<file path="config.mk">
export PLATFORM = sky130hd
export DESIGN_NAME = roi_crop
export DESIGN_NICKNAME = d
export VERILOG_FILES = /design/src/rtl/roi_crop_pkg.sv /design/src/rtl/roi_window_calc.sv /design/src/rtl/roi_crop.sv
export SDC_FILE = /design/constraint.sdc
export NUM_CORES = 1
export LEC_CHECK = 0
export ABC_AREA = 1
export CELL_PAD_IN_SITES_DETAIL_PLACEMENT = 1
export CELL_PAD_IN_SITES_GLOBAL_PLACEMENT = 2
export CORE_UTILIZATION = 35
export DETAILED_ROUTE_END_ITERATION = 10
export GPL_TIMING_DRIVEN = 0
export PLACE_DENSITY_LB_ADDON = 0.1
export SYNTH_ARGS = -nofsm -noshare
export SYNTH_HDL_FRONTEND = slang
export SYNTH_SLANG_ARGS = --single-unit
</file>
<file path="constraint.sdc">
create_clock -name clk -period 6.6 [get_ports clk]
set_input_delay 1.65 -clock clk [delete_from_list [all_inputs] [get_ports clk]]
set_output_delay 1.65 -clock clk [all_outputs]
set_load 0.02 [all_outputs]
</file>
<file path="src/rtl/roi_crop_pkg.sv">
// Shared stream tags and header layout for the region-of-interest cropper.
package roi_crop_pkg;

   localparam int DTYPE_WIDTH = 8;

   localparam logic [DTYPE_WIDTH-1:0] DTYPE_FRAME_START  = 8'h01;
   localparam logic [DTYPE_WIDTH-1:0] DTYPE_FRAME_END    = 8'h02;
   localparam logic [DTYPE_WIDTH-1:0] DTYPE_ROW_START    = 8'h04;
   localparam logic [DTYPE_WIDTH-1:0] DTYPE_ROW_END      = 8'h08;
   localparam logic [DTYPE_WIDTH-1:0] DTYPE_HEADER_START = 8'h10;
   localparam logic [DTYPE_WIDTH-1:0] DTYPE_HEADER       = 8'h20;
   localparam logic [DTYPE_WIDTH-1:0] DTYPE_PIXEL        = 8'h40;
   localparam logic [DTYPE_WIDTH-1:0] DTYPE_PIXEL_MASK   = 8'hC0;

   // Word offsets of the dimension fields within the image header.
   localparam int IMAGE_NUM_ROWS = 2;
   localparam int IMAGE_NUM_COLS = 3;

endpackage

</file>
<file path="src/rtl/roi_window_calc.sv">
// Registered crop-window calculator: turns a latched request plus measured input
// dimensions into start/size per axis and a clip flag. Updates only on load.
module roi_window_calc #(
   parameter int DIM_WIDTH = 12
) (
   input  logic                 clk,
   input  logic                 resetb,
   input  logic                 clear,
   input  logic                 load,
   input  logic                 center_mode,
   input  logic [DIM_WIDTH-1:0] row_start,
   input  logic [DIM_WIDTH-1:0] col_start,
   input  logic [DIM_WIDTH-1:0] num_rows,
   input  logic [DIM_WIDTH-1:0] num_cols,
   input  logic [DIM_WIDTH-1:0] meas_rows,
   input  logic [DIM_WIDTH-1:0] meas_cols,
   output logic [DIM_WIDTH-1:0] rs,
   output logic [DIM_WIDTH-1:0] cs,
   output logic [DIM_WIDTH-1:0] rn,
   output logic [DIM_WIDTH-1:0] cn,
   output logic                 pass_all,
   output logic                 clamped
);

   logic [1:0][DIM_WIDTH-1:0] meas_a, req_a, start_a, st_c, sz_c;
   logic [1:0]                clip_c;
   logic                      no_meas;

   assign meas_a  = {meas_cols, meas_rows};
   assign req_a   = {num_cols, num_rows};
   assign start_a = {col_start, row_start};
   assign no_meas = (meas_rows == '0) || (meas_cols == '0);

   // Axis 0 = rows, axis 1 = cols; identical clipping arithmetic on each.
   for (genvar gi = 0; gi < 2; gi++) begin : g_axis
      logic [DIM_WIDTH:0]   meas_x, req_x, start_x, avail_x;
      logic [DIM_WIDTH-1:0] fit, ctr, start, avail, size;
      logic                 over, clip;

      always_comb begin
         meas_x  = {1'b0, meas_a[gi]};
         req_x   = {1'b0, req_a[gi]};
         over    = req_x > meas_x;
         fit     = over ? meas_a[gi] : req_a[gi];
         ctr     = (meas_a[gi] - fit) >> 1;
         start   = center_mode ? ctr : start_a[gi];
         start_x = {1'b0, start};
         avail   = meas_a[gi] - start;
         avail_x = {1'b0, avail};
         size    = req_a[gi];
         clip    = 1'b0;
         if (start_x >= meas_x) begin
            size = '0;
            clip = 1'b1;
         end else if (req_x > avail_x) begin
            size = avail;
            clip = 1'b1;
         end
      end

      assign st_c[gi]   = start;
      assign sz_c[gi]   = size;
      assign clip_c[gi] = clip;
   end

   always_ff @(posedge clk or negedge resetb) begin
      if (!resetb) begin
         rs       <= '0;
         cs       <= '0;
         rn       <= '0;
         cn       <= '0;
         pass_all <= 1'b0;
         clamped  <= 1'b0;
      end else if (load) begin
         if (no_meas) begin
            // No prior frame measured: center mode passes everything untouched.
            pass_all <= center_mode;
            rs       <= center_mode ? '0 : row_start;
            cs       <= center_mode ? '0 : col_start;
            rn       <= center_mode ? '1 : num_rows;
            cn       <= center_mode ? '1 : num_cols;
            clamped  <= 1'b0;
         end else begin
            pass_all <= 1'b0;
            rs       <= st_c[0];
            cs       <= st_c[1];
            rn       <= sz_c[0];
            cn       <= sz_c[1];
            clamped  <= |clip_c;
         end
      end else if (clear) begin
         clamped <= 1'b0;
      end
   end

endmodule

</file>
<file path="src/rtl/roi_crop.sv">
// Region-of-interest cropper on the imager stream: suppresses beats outside the
// window latched at frame start and rewrites header dimensions to the output size.
module roi_crop
   import roi_crop_pkg::*;
#(
   parameter int PIXEL_WIDTH    = 10,
   parameter int DIM_WIDTH      = 12,
   parameter int META_WIDTH     = 16,
   parameter int HDR_ADDR_WIDTH = 6
) (
   input  logic                   clk,
   input  logic                   resetb,
   input  logic                   enable,
   input  logic                   center_mode,
   input  logic [DIM_WIDTH-1:0]   row_start,
   input  logic [DIM_WIDTH-1:0]   col_start,
   input  logic [DIM_WIDTH-1:0]   num_output_rows,
   input  logic [DIM_WIDTH-1:0]   num_output_cols,
   input  logic                   dvi,
   input  logic [PIXEL_WIDTH-1:0] datai,
   input  logic [DTYPE_WIDTH-1:0] dtypei,
   input  logic [META_WIDTH-1:0]  meta_datai,
   output logic                   dvo,
   output logic [PIXEL_WIDTH-1:0] datao,
   output logic [DTYPE_WIDTH-1:0] dtypeo,
   output logic [META_WIDTH-1:0]  meta_datao,
   output logic                   clamped
);

   logic is_fs, is_fe, is_rs, is_re, is_hs, is_hdr, is_pix;
   logic [DIM_WIDTH-1:0] row_reg, col_reg, meas_rows_reg, meas_cols_reg;
   logic                 sh_center_reg, load_reg;
   logic [DIM_WIDTH-1:0] sh_row_start_reg, sh_col_start_reg, sh_rows_reg, sh_cols_reg;
   logic [HDR_ADDR_WIDTH-1:0] hdr_addr_reg;
   logic [DIM_WIDTH-1:0] win_rs, win_cs, win_rn, win_cn;
   logic                 win_pass_all, row_valid, col_valid, suppress;
   logic [META_WIDTH-1:0] meta_next;
   logic                  dvo_reg;
   logic [PIXEL_WIDTH-1:0] datao_reg;
   logic [DTYPE_WIDTH-1:0] dtypeo_reg;
   logic [META_WIDTH-1:0]  meta_datao_reg;

   assign is_fs  = dvi && (dtypei == DTYPE_FRAME_START);
   assign is_fe  = dvi && (dtypei == DTYPE_FRAME_END);
   assign is_rs  = dvi && (dtypei == DTYPE_ROW_START);
   assign is_re  = dvi && (dtypei == DTYPE_ROW_END);
   assign is_hs  = dvi && (dtypei == DTYPE_HEADER_START);
   assign is_hdr = dvi && (dtypei == DTYPE_HEADER);
   assign is_pix = dvi && |(dtypei & DTYPE_PIXEL_MASK);

   always_ff @(posedge clk or negedge resetb) begin
      if (!resetb) begin
         row_reg          <= '0;
         col_reg          <= '0;
         meas_rows_reg    <= '0;
         meas_cols_reg    <= '0;
         sh_center_reg    <= 1'b0;
         sh_row_start_reg <= '0;
         sh_col_start_reg <= '0;
         sh_rows_reg      <= '0;
         sh_cols_reg      <= '0;
         load_reg         <= 1'b0;
         hdr_addr_reg     <= '0;
      end else begin
         if (is_fs) begin
            row_reg <= '0;
            col_reg <= '0;
         end else if (is_re) begin
            col_reg <= '0;
            row_reg <= row_reg + 1'b1;
         end else if (is_pix) begin
            col_reg <= col_reg + 1'b1;
         end

         if (!enable) begin
            meas_rows_reg <= '0;
            meas_cols_reg <= '0;
         end else begin
            if (is_re) meas_cols_reg <= col_reg;
            if (is_fe) meas_rows_reg <= row_reg;
         end

         // Shadow copy keeps mid-frame register writes out of the current frame.
         load_reg <= enable && is_fs;
         if (enable && is_fs) begin
            sh_center_reg    <= center_mode;
            sh_row_start_reg <= row_start;
            sh_col_start_reg <= col_start;
            sh_rows_reg      <= num_output_rows;
            sh_cols_reg      <= num_output_cols;
         end

         if (is_hs)       hdr_addr_reg <= '0;
         else if (is_hdr) hdr_addr_reg <= hdr_addr_reg + 1'b1;
      end
   end

   roi_window_calc #(
      .DIM_WIDTH (DIM_WIDTH)
   ) u_window_calc (
      .clk         (clk),
      .resetb      (resetb),
      .clear       (enable && is_fs),
      .load        (load_reg),
      .center_mode (sh_center_reg),
      .row_start   (sh_row_start_reg),
      .col_start   (sh_col_start_reg),
      .num_rows    (sh_rows_reg),
      .num_cols    (sh_cols_reg),
      .meas_rows   (meas_rows_reg),
      .meas_cols   (meas_cols_reg),
      .rs          (win_rs),
      .cs          (win_cs),
      .rn          (win_rn),
      .cn          (win_cn),
      .pass_all    (win_pass_all),
      .clamped     (clamped)
   );

   assign row_valid = win_pass_all ||
                      (({1'b0, row_reg} >= {1'b0, win_rs}) &&
                       ({1'b0, row_reg} <  ({1'b0, win_rs} + {1'b0, win_rn})));
   assign col_valid = win_pass_all ||
                      (({1'b0, col_reg} >= {1'b0, win_cs}) &&
                       ({1'b0, col_reg} <  ({1'b0, win_cs} + {1'b0, win_cn})));

   always_comb begin
      suppress  = 1'b0;
      meta_next = meta_datai;
      if (enable && dvi) begin
         if (is_pix && !(row_valid && col_valid)) suppress = 1'b1;
         if ((is_rs || is_re) && !row_valid)     suppress = 1'b1;
         if (is_hdr && !win_pass_all) begin
            if (hdr_addr_reg == HDR_ADDR_WIDTH'(IMAGE_NUM_COLS))
               meta_next = META_WIDTH'(win_cn);
            else if (hdr_addr_reg == HDR_ADDR_WIDTH'(IMAGE_NUM_ROWS))
               meta_next = META_WIDTH'(win_rn);
         end
      end
   end

   always_ff @(posedge clk or negedge resetb) begin
      if (!resetb) begin
         dvo_reg        <= 1'b0;
         datao_reg      <= '0;
         dtypeo_reg     <= '0;
         meta_datao_reg <= '0;
      end else begin
         dvo_reg        <= dvi && !suppress;
         datao_reg      <= datai;
         dtypeo_reg     <= suppress ? '0 : dtypei;
         meta_datao_reg <= meta_next;
      end
   end

   assign dvo        = dvo_reg;
   assign datao      = datao_reg;
   assign dtypeo     = dtypeo_reg;
   assign meta_datao = meta_datao_reg;

endmodule
</file>
==> impl_metrics.ini <==
[sta]
finClkSkew_ns = 0.0136
hold_violations = 0
relSlewSlack_pct = 33.4
layout_setup_ws_ns = 0.368
tightestPinTransition_ns = 0.996
setup_viol = 0
fmax_mhz = 160
period_share_pct = 94.4
min_period_ns = 6.23
rsz0062_at_grt = true
maxSlewViolCount = 0
whs_ns = 0.475

[finish]
multiInputGateArea_sq_mm = 0.00819
fillers = 4804
syn_to_final_growth_pct = 22.4
largest_reg_flops = 16
fin_util_pct = 43.7
nets = 2260
final_cells = 2544
antenna_cells = 0
seqCellArea_sq_mm = 0.00476
final_layout_size_suffix_gt1_share_pct = 12.2

[cts]
insertion_delay_ns = 0.46
path_clk_slew_ns = 0.08
cts_made_buffers = 17
ctsRootBufferMaster = clkbuf_16
htreeDepth = 4
cts_tree = yes
clockBufferDepth = 2
cts_sinks = 189

[die]
die_h_um = 201
design.core.area_sq_mm = 0.0389
initial_core_util_pct = 35.7
std_cell_rows = 72
die-width_um = 201
io_pins = 123
dieArea_sq_mm = 0.0405

[detailed_routing]
vias_per_cell = 5.11
drt_iter0_drc = 566
totalWireLength_um = 48900
drt-pass1-iter-count = 4
wl_met3_um = 1250
wl_met2_um = 22400
drt-wirelength-per-cell_um = 19.2
via_count = 12990
wl_met1_um = 24100
ant_nets = 0
drc = 0
highest_layer = met4

[worst_setup_path]
crit_fanout = 10
slowest_delay_ns = 0.44
cpMostUsedCell = nand2_1
cp.required_ns = 6.95
cp-end-kind = flip-flop
startpoint_type = flip-flop
cp_slowest_cell = dfrtp_2
critPathKind = reg2reg
critPathArrivalTime_ns = 6.59

[global_route]
grt-ovfl-total = 0
antenna_found_initial = 1
grt_pass1_wl_um = 76800
grt_use_total_pct = 24.7
grt_max_degree = 103
grt_pass1_vias = 13695

[synthesis]
synth_top_area_share_pct = 34.1
synth_area_leaders = dfrtp_1 34%, ha_1 14%, nand2_1 10%
syn_avg_cell_area_sq_um = 7.58
synth.most_common_cell = nand2_1
ys_warn_count = 0
yosysTopAreaCell = dfrtp_1
yosys_most_used_dff = dfrtp_1
ys_types = 59
syn_area_sq_mm = 0.0139
synth-edff-count = 0
synth_async_sr_flop_share_pct = 100
yosysSeqAreaShare_pct = 34.1
ys_ff_latch = 189
yosys-top-cells-count = 375 x nand2_1, 270 x inv_1, 189 x dfrtp_1, 157 x o21ai_0, 154 x ha_1
synth_fp_nets = 2079
netlist_instances = 1832

[placed_design]
placedCellCount = 2472
port_buffers = 121
hpwl_um = 39800
pre_cts_ws_ns = -0.935
place_congestion = 0.853

[pwr]
ir_worst_vdd_mv = 0.180
p_leak_uw = 0.00819
p_per_area_mw_per_mm2 = 252
finalPower_uw = 4290

[outcome]
status = finished, final reports clean

[min_path]
hp-class = reg2reg

[flow_run]
maxCapViolCount = 0
==> routing by layer <==
metal	track usage (%)	up-vias
met5	0	-
met4	7.72	0
met3	2.93	45
met2	39.9	222
met1	34.2	6258
li1	-	6465
==> critical path, delay by kind of cell (launching register included) <==
family | cells | cell delay [ns]
simple gates | 22 | 2.09
compound gates | 7 | 1.38
fa+ha+maj | 4 | 1.06
buf+inv | 10 | 1.03
flops | 1 | 0.44
xor+xnor | 1 | 0.14
==> cell families after synthesis <==
logic type,share of synthesized area [%]
flops,34.1
mux,0.0721
fa+ha+maj,14.7
compound gates,16.7
buf+inv,8.60
simple gates,23.6
xor+xnor,2.14
==> placed cells by master (no fill, tap or decap), types with 7 or more instances in the layout <==
cell type        instances
dfrtp_2                 27
a211oi_1                 7
a21oi_2                 18
nor2_1                 133
dfrtp_1                162
nor2_2                  14
a22oi_2                  7
nor3_1                  26
nand4_1                 28
ha_1                   147
inv_2                   19
xnor2_1                 10
buf_4                   41
o21ai_0                140
clkbuf_1                28
inv_1                  253
nand2_2                 16
a21o_1                   8
nand2_1                375
o21ai_1                 20
nand3_1                 81
o22ai_1                 34
clkbuf_16               17
a21oi_1                119
nor4_1                  13
o21bai_1                 8
nand3_2                 13
clkdlybuf4s50_1        120
nand2_4                  7
xor2_1                  24
==> final timing paths <==
check	startpoint	endpoint	slack [ns]	cells after the start
worst max-delay path	meas_rows_reg[7]	u_window_calc.rn[7]	0.37	44
worst min-delay path	sh_col_start_reg[5]	sh_col_start_reg[5]	0.48	2
worst max register to register	meas_rows_reg[7]	u_window_calc.rn[7]	0.37	44
worst min register to register	sh_col_start_reg[5]	sh_col_start_reg[5]	0.48	2
max in group asynchronous	resetb	sh_cols_reg[11]	4.36	2
min in group asynchronous	resetb	datao[2]	1.23	1
==> metrics by stage <==
stage	area, sq um	setup TNS (ns)
finish	17000	0
global route	17000	-0.701
CTS	16500	0
detailed placement	15800	-18.19
global placement	15700	-906.13
floorplan	13900	0
==> what timing repair did <==
item                                    4_1_cts  5_1_grt
pin swaps                                     3       17
resized for setup                            38       88
gates cloned                                  0        1
endpoints found under the setup margin       25       25
setup buffers                                 6       33
hold buffers                                  0        0
endpoints found under the hold margin         0        0
==> cell type report <==
type                            count  area share (%)
Clock inverter                     15            1.16
Multi-Input combinational cell   1328            48.2
Timing Repair Buffer              162            9.07
Inverter                          278            6.23
Sequential cell                   189            28.0
Buffer                             37            1.03
Tap cell                          518            3.81
Clock buffer                       17            2.50
==> power by group <==
group          switching [uW]  leakage (uW)  internal [uW]
Sequential               92.6       0.00231           1230
Clock                     528      0.000305            612
Combinational            1150       0.00557            675
No activity file was read; power rests on OpenSTA's default activity.
